--- config.mk ---
export PLATFORM = sky130hd
export DESIGN_NAME = registers
export DESIGN_NICKNAME = d
export VERILOG_FILES = /design/src/rtl/registers.sv
export SDC_FILE = /design/constraint.sdc
export NUM_CORES = 2
export LEC_CHECK = 0
export ABC_CLOCK_PERIOD_IN_PS = 4400
export BUFFER_PORTS_ARGS = -buffer_cell sky130_fd_sc_hd__buf_2
export CAP_MARGIN = 10
export CELL_PAD_IN_SITES_DETAIL_PLACEMENT = 2
export CELL_PAD_IN_SITES_GLOBAL_PLACEMENT = 2
export CORE_AREA = 2 2 361 363
export CTS_CLUSTER_DIAMETER = 50
export CTS_CLUSTER_SIZE = 28
export DETAILED_ROUTE_END_ITERATION = 10
export DIE_AREA = 0 0 363 365
export GPL_TIMING_DRIVEN = 0
export PLACE_DENSITY = 0.83
export SYNTH_ARGS = -nofsm -noshare
export SYNTH_HDL_FRONTEND = slang
export SYNTH_SLANG_ARGS = --single-unit
--- constraint.sdc ---
create_clock -name Clk -period 4.4 [get_ports Clk]
set_clock_uncertainty 0.1 [all_clocks]
set_input_delay 0.88 -clock Clk [delete_from_list [all_inputs] [get_ports Clk]]
set_output_delay 0.88 -clock Clk [all_outputs]
set_load 0.005 [all_outputs]
--- src/rtl/registers.sv ---
// -----------------------------------------------------------------------------
// registers -- 2**ADDR_WIDTH x DATA_WIDTH register file, two async read ports,
// one synchronous write port. Register 0 is hard-wired to zero.
//
// Ports:
//   Clk            in   clock; all state updates on its rising edge
//   Rst            in   synchronous active-high reset, clears every register
//   ReadRegister1  in   read port 1 index
//   ReadRegister2  in   read port 2 index
//   WriteRegister  in   write index (index 0 discards the write)
//   WriteData      in   write value
//   RegWrite       in   write enable, sampled on the rising edge
//   ReadData1      out  contents at ReadRegister1 (combinational)
//   ReadData2      out  contents at ReadRegister2 (combinational)
//
// Build option:
//   REGISTERS_BYPASS_EN  when defined, a read whose index matches an active
//                        write shows WriteData in the same cycle (never for
//                        index 0, never while Rst is high).
// -----------------------------------------------------------------------------
module registers #(
    parameter int DATA_WIDTH = 32,
    parameter int ADDR_WIDTH = 5
) (
    input  logic                  Clk,
    input  logic                  Rst,
    input  logic [ADDR_WIDTH-1:0] ReadRegister1,
    input  logic [ADDR_WIDTH-1:0] ReadRegister2,
    input  logic [ADDR_WIDTH-1:0] WriteRegister,
    input  logic [DATA_WIDTH-1:0] WriteData,
    input  logic                  RegWrite,
    output logic [DATA_WIDTH-1:0] ReadData1,
    output logic [DATA_WIDTH-1:0] ReadData2
);

    localparam int NUM_REGS = 2 ** ADDR_WIDTH;

    logic [NUM_REGS-1:0][DATA_WIDTH-1:0] regs_q, regs_d;
    logic                                wr_en;

    // A write only lands when enabled and not aimed at the zero register.
    assign wr_en = RegWrite && (WriteRegister != '0);

    always_comb begin
        regs_d = regs_q;
        if (wr_en) regs_d[WriteRegister] = WriteData;
        // Keeps entry 0 a constant so it never needs a read-side mask.
        regs_d[0] = '0;
    end

    // Reset wins over a coincident write.
    always_ff @(posedge Clk) begin
        if (Rst) regs_q <= '0;
        else     regs_q <= regs_d;
    end

`ifdef REGISTERS_BYPASS_EN
    logic fwd_en;

    // Forwarding is suppressed during reset so reads show the pre-reset
    // contents up to the edge; wr_en already excludes index 0.
    assign fwd_en = wr_en && !Rst;

    assign ReadData1 = (fwd_en && ReadRegister1 == WriteRegister) ? WriteData
                                                                  : regs_q[ReadRegister1];
    assign ReadData2 = (fwd_en && ReadRegister2 == WriteRegister) ? WriteData
                                                                  : regs_q[ReadRegister2];
`else
    assign ReadData1 = regs_q[ReadRegister1];
    assign ReadData2 = regs_q[ReadRegister2];
`endif

endmodule

Word-level counts from Yosys, hierarchy flattened:

Index checks and enable logic that the tools add are counted.

* memories kept: 0
* logic and storage cells: 46
* output and inout bits: 64
* bits in latches: 0
* bits in registers: 1024
* bits in read-only memories: 0
* RAM bits: 0
* bits of input ports: 50

* muxes and demuxes: 7
* divide/modulo/power cells: 0
* multipliers: 0
* order comparisons: 4
* shift-type cells: 0
* eq/ne operators: 0
* reduce and logical (&&, ||, !) cells: 3
* add/subtract/negate cells: 0
* bitwise gates (word level): 0

Operator list (number)
* 1024-bit bitwise mux: 1
* 32-bit binary-select mux with 5-bit select: 2
* 32-bit demux with 5-bit select: 1
* 32-bit 2-to-1 mux: 3
* 5-bit by 6-bit < comparator with 1-bit output (second input constant): 3
* 5-bit by 1-bit >= comparator with 1-bit output (second input constant): 1
* 5-bit nonzero test: 1
* 1-bit logical AND: 2

Longest topological paths before layout:

* depth in word-level cells: 5
* mapped depth: 9
* mapped depth without buffers: 5

Worst setup path before layout:

OpenSTA, ideal clock, no wires.

* path kind: input port to output port
* start: input ReadRegister2[1]
* end: output ReadData2[0]
* path buffers: 2
* cell stages on the path: 7
* arrival time: 2.255 ns
* path slack: 1.165 ns
* required time: 3.420 ns
* cell sequence: buf_2 > clkbuf_1 > mux2_2 > a221oi_1 > nor3_1 > a31oi_1 > nand3_1

* cells in the longest elaborated chain, start to end: 2

Ends and longest elaborated chain
* start, declared: line 28 `input logic [ADDR_WIDTH-1:0] ReadRegister2,`
* 32-bit binary-select mux with 5-bit select: line 70 `assign ReadData2 = regs_q[ReadRegister2];`
* 32-bit 2-to-1 mux (not written as such): line 70
* end, declared: line 33 `output logic [DATA_WIDTH-1:0] ReadData2`

Every way passes these cells. The select of a mux whose other input is x is not followed.

Final worst setup path:

* start: input ReadRegister2[0]
* end: output ReadData2[11]

Same word-level chain as after synthesis.

==> reports/metrics.cfg <==
[global_route]
grt_max_degree=20
antenna_found_initial=42
overflow=0
grt_first_pass_wirelength_um=440000
grt_pass1_vias=59374
track_usage_pct=46.7

[route]
num_vias=57451
firstDrtPassIters=6
finalWirelength_um=320000
final_antenna_net_count=0
first_iter_violations=6561
vias_per_cell=6.64
drc=0
post_drt_wl_per_cell_um=37.0

[floorplan]
die_h_um=365
start_util_pct=39.8
core_area_mm2=0.129
rows=132
top_level_ports=114
dieArea_mm2=0.132
fp.dieW_um=363

[setup_path]
path_depth=9
reg2reg_from=regs_q[269]
reg2reg_depth=2
crit_start=ReadRegister2[0]
cp-start-kind=primary input
cp_slowest_stage_delay_ps=610
cp_top_family=buffers and inverters
required_ps=3420
cp_cell_sequence=buf_4 -> buf_4 -> and2_2 -> buf_2 -> buf_4 -> a22oi_1 -> a31oi_2 -> nand3_1 -> buf_2
crit_arrival_ps=3640
setup.worst_path.end=ReadData2[11]
end_kind=primary output
regToRegSetupSlack_ps=3330
cpMaxStageDelayCell=a31oi_2
path_class=in2out
rr_endpoint=regs_q[269]
crit_buf_inv=5
cp_max_fo=10
worst_path_most_repeated_cell=buf_4

[power]
p_leak_nw=21.9
cellPowerDensity_mw_per_mm2=416
irDropWorstVdd_uv=454
power_mw=25.3

[yosys]
ys_seq_elements=992
synth_area_mm2=0.0512
ys_seq_area_share_pct=38.8
syn_inst=6583
yosys_warnings=0
syn_avg_cell_area_um2=7.78
synth_cell_types=31
synthesis.nets=6633

[final_layout]
fill_cells=14388
final_nets=6900
syn2layout_area_growth_pct=18.8
reg.largest.list=regs_q (992)
fin_area_mm2=0.0608
top_register=regs_q
drive_gt1_share_pct=13.6
largest_reg_flops=992

[sta]
hold_viol=0
slew_headroom_pct=-2.24
post-route-period-util_pct=105
setup_viol=59
rsz0062_at_grt=yes
max_freq_mhz=216
worst_slew_pin_slew_ps=1530
worst_slack_ps=-223
finalMaxSlewViolations=11
min_period_ps=4620
fin_hold_ws_ps=343

[cts]
root_buffer=clkbuf_16
cts.path.max_buffers=3
h-tree-depth=4
clock-sinks=992
cts_tree=yes
numCtsBuffers=149
clk_latency_ps=830
path_clk_slew_ps=60

[outcome]
failed_checks=max-capacitance violations, max-slew violations, negative setup slack
status=complete, but fails checks

[run]
maxCapViolations=1

[placement]
place.gp.congestion=1.07
hpwl_um=230000
post_dp_cell_area_mm2=0.0539
io_buffers=107

[min_path]
whs_path_depth=3
min_path_type=in2reg

==> where the power goes <==
group	switching (mW)	internal [mW]	total (mW)	leakage [nW]
clock network	5.00	8.22	13.2	2.59
registers	0.0613	9.05	9.11	8.00
logic	2.29	0.700	2.99	11.4
total	7.35	18.0	25.3	21.9
==> layer usage <==
| metal | share of wire [%] | vias up | global-route usage [%] |
|---|---|---|---|
| li1 | - | 23227 | - |
| met1 | 36 | 29251 | 53.7 |
| met2 | 43 | 3635 | 71.7 |
| met3 | 10 | 1320 | 14.0 |
| met4 | 9.8 | 18 | 38.8 |
| met5 | 0.11 | - | 0.363 |
==> cell usage in the layout, fill, tap and decap left out, drive strengths merged <==
cell type      netlist  final
nand2             2150   2150
mux2i              768    768
and3b                2      2
a221oi              64     64
diode                0     12
nor3b                2      2
clkbuf             419    618
nand2b               2      2
a21oi             1120   1120
bufinv               0     24
clkdlybuf4s15        0      1
nand3b               2      2
and2                 7      7
clkinv               0     32
buf                232    343
nand3              194    194
mux2                64     64
or2                  5      5
nor2                35     35
a31oi               64     64
inv                  0      5
nor3                65     65
dfxtp              992    992
clkinvlp             0     14
a22oi              256    256
nor2b               72     72
mux4                64     64
and3                 2      2
or3b                 2      2
==> worst min-delay path by stage <==
stage          slack (ps)          from            to
2_1_floorplan         340   regs_q[100]   regs_q[100]
3_3_place_gp          350   regs_q[245]   regs_q[245]
3_5_place_dp          360   regs_q[100]   regs_q[100]
4_1_cts               330  WriteData[8]  regs_q[1000]
5_1_grt               350  WriteData[7]   regs_q[999]
6_report              340  WriteData[8]  regs_q[1000]
==> cell type report <==
cell class | count | area, µm² | share of cell area (%)
tap | 1675 | 2100 | 3.44
antenna | 12 | 30.0 | 0.0493
timing repair buffer | 117 | 681 | 1.12
sequential | 992 | 19900 | 32.6
multi-input combinational | 4940 | 29700 | 48.8
clock buffer | 195 | 4260 | 7.00
clock inverter | 75 | 1060 | 1.74
buffer | 650 | 3160 | 5.20
==> timing repair <==
item	in CTS	in global routing
gates cloned	0	0
pin swaps	4	4
setup buffers	3	0
gates resized for setup	255	118
endpoints found under the setup margin	64	56
hold buffers	0	0
==> worst register-to-register path: stages (launching register included) <==
cell	delay, ps
dfxtp_1	440
nand2_1	100
a21oi_1	320
==> Yosys cell counts (all sizes together) <==
master     n  share of area [%]
a21oi   1120                 11
a221oi    64                1.1
a22oi    256                3.8
a31oi     64               0.78
and2       7              0.086
and3       2              0.024
and3b      2              0.034
buf      232                2.5
clkbuf   419                3.1
dfxtp    992                 39
mux2      64                1.4
mux2i    768                 15
mux4      64                2.8
nand2   2150                 16
nand2b     2              0.024
nand3    194                1.9
nand3b     2              0.029
nor2      35               0.39
nor2b     72               0.88
nor3      65               0.64
nor3b      2              0.029
or2        5              0.061
or3b       2              0.034
==> cell families (layout without fill, tap and decap cells) <==
logic type | count (synthesis) | after routing | synth area share (%)
simple gates | 2540 | 2540 | 19.9
compound gates | 1504 | 1504 | 16.6
flops | 992 | 992 | 38.8
mux | 896 | 896 | 19.2
buf+inv | 651 | 1037 | 5.55
other cells | 0 | 12 | 0
==> through the flow <==
step | worst slack [ps] | std cells | util, % | setup TNS (ps)
3_5_place_dp | -1170 | 8368 | 41.9 | -55310
6_report | -223 | 8656 | 47.3 | -5870
5_1_grt | -108 | 8644 | 47.3 | -480
3_3_place_gp | -1090 | 8365 | 41.9 | -74960
2_1_floorplan | 1170 | 6583 | - | 0
4_1_cts | 0.711 | 8640 | 46.9 | 0
Power figures use the tool's default switching activity.
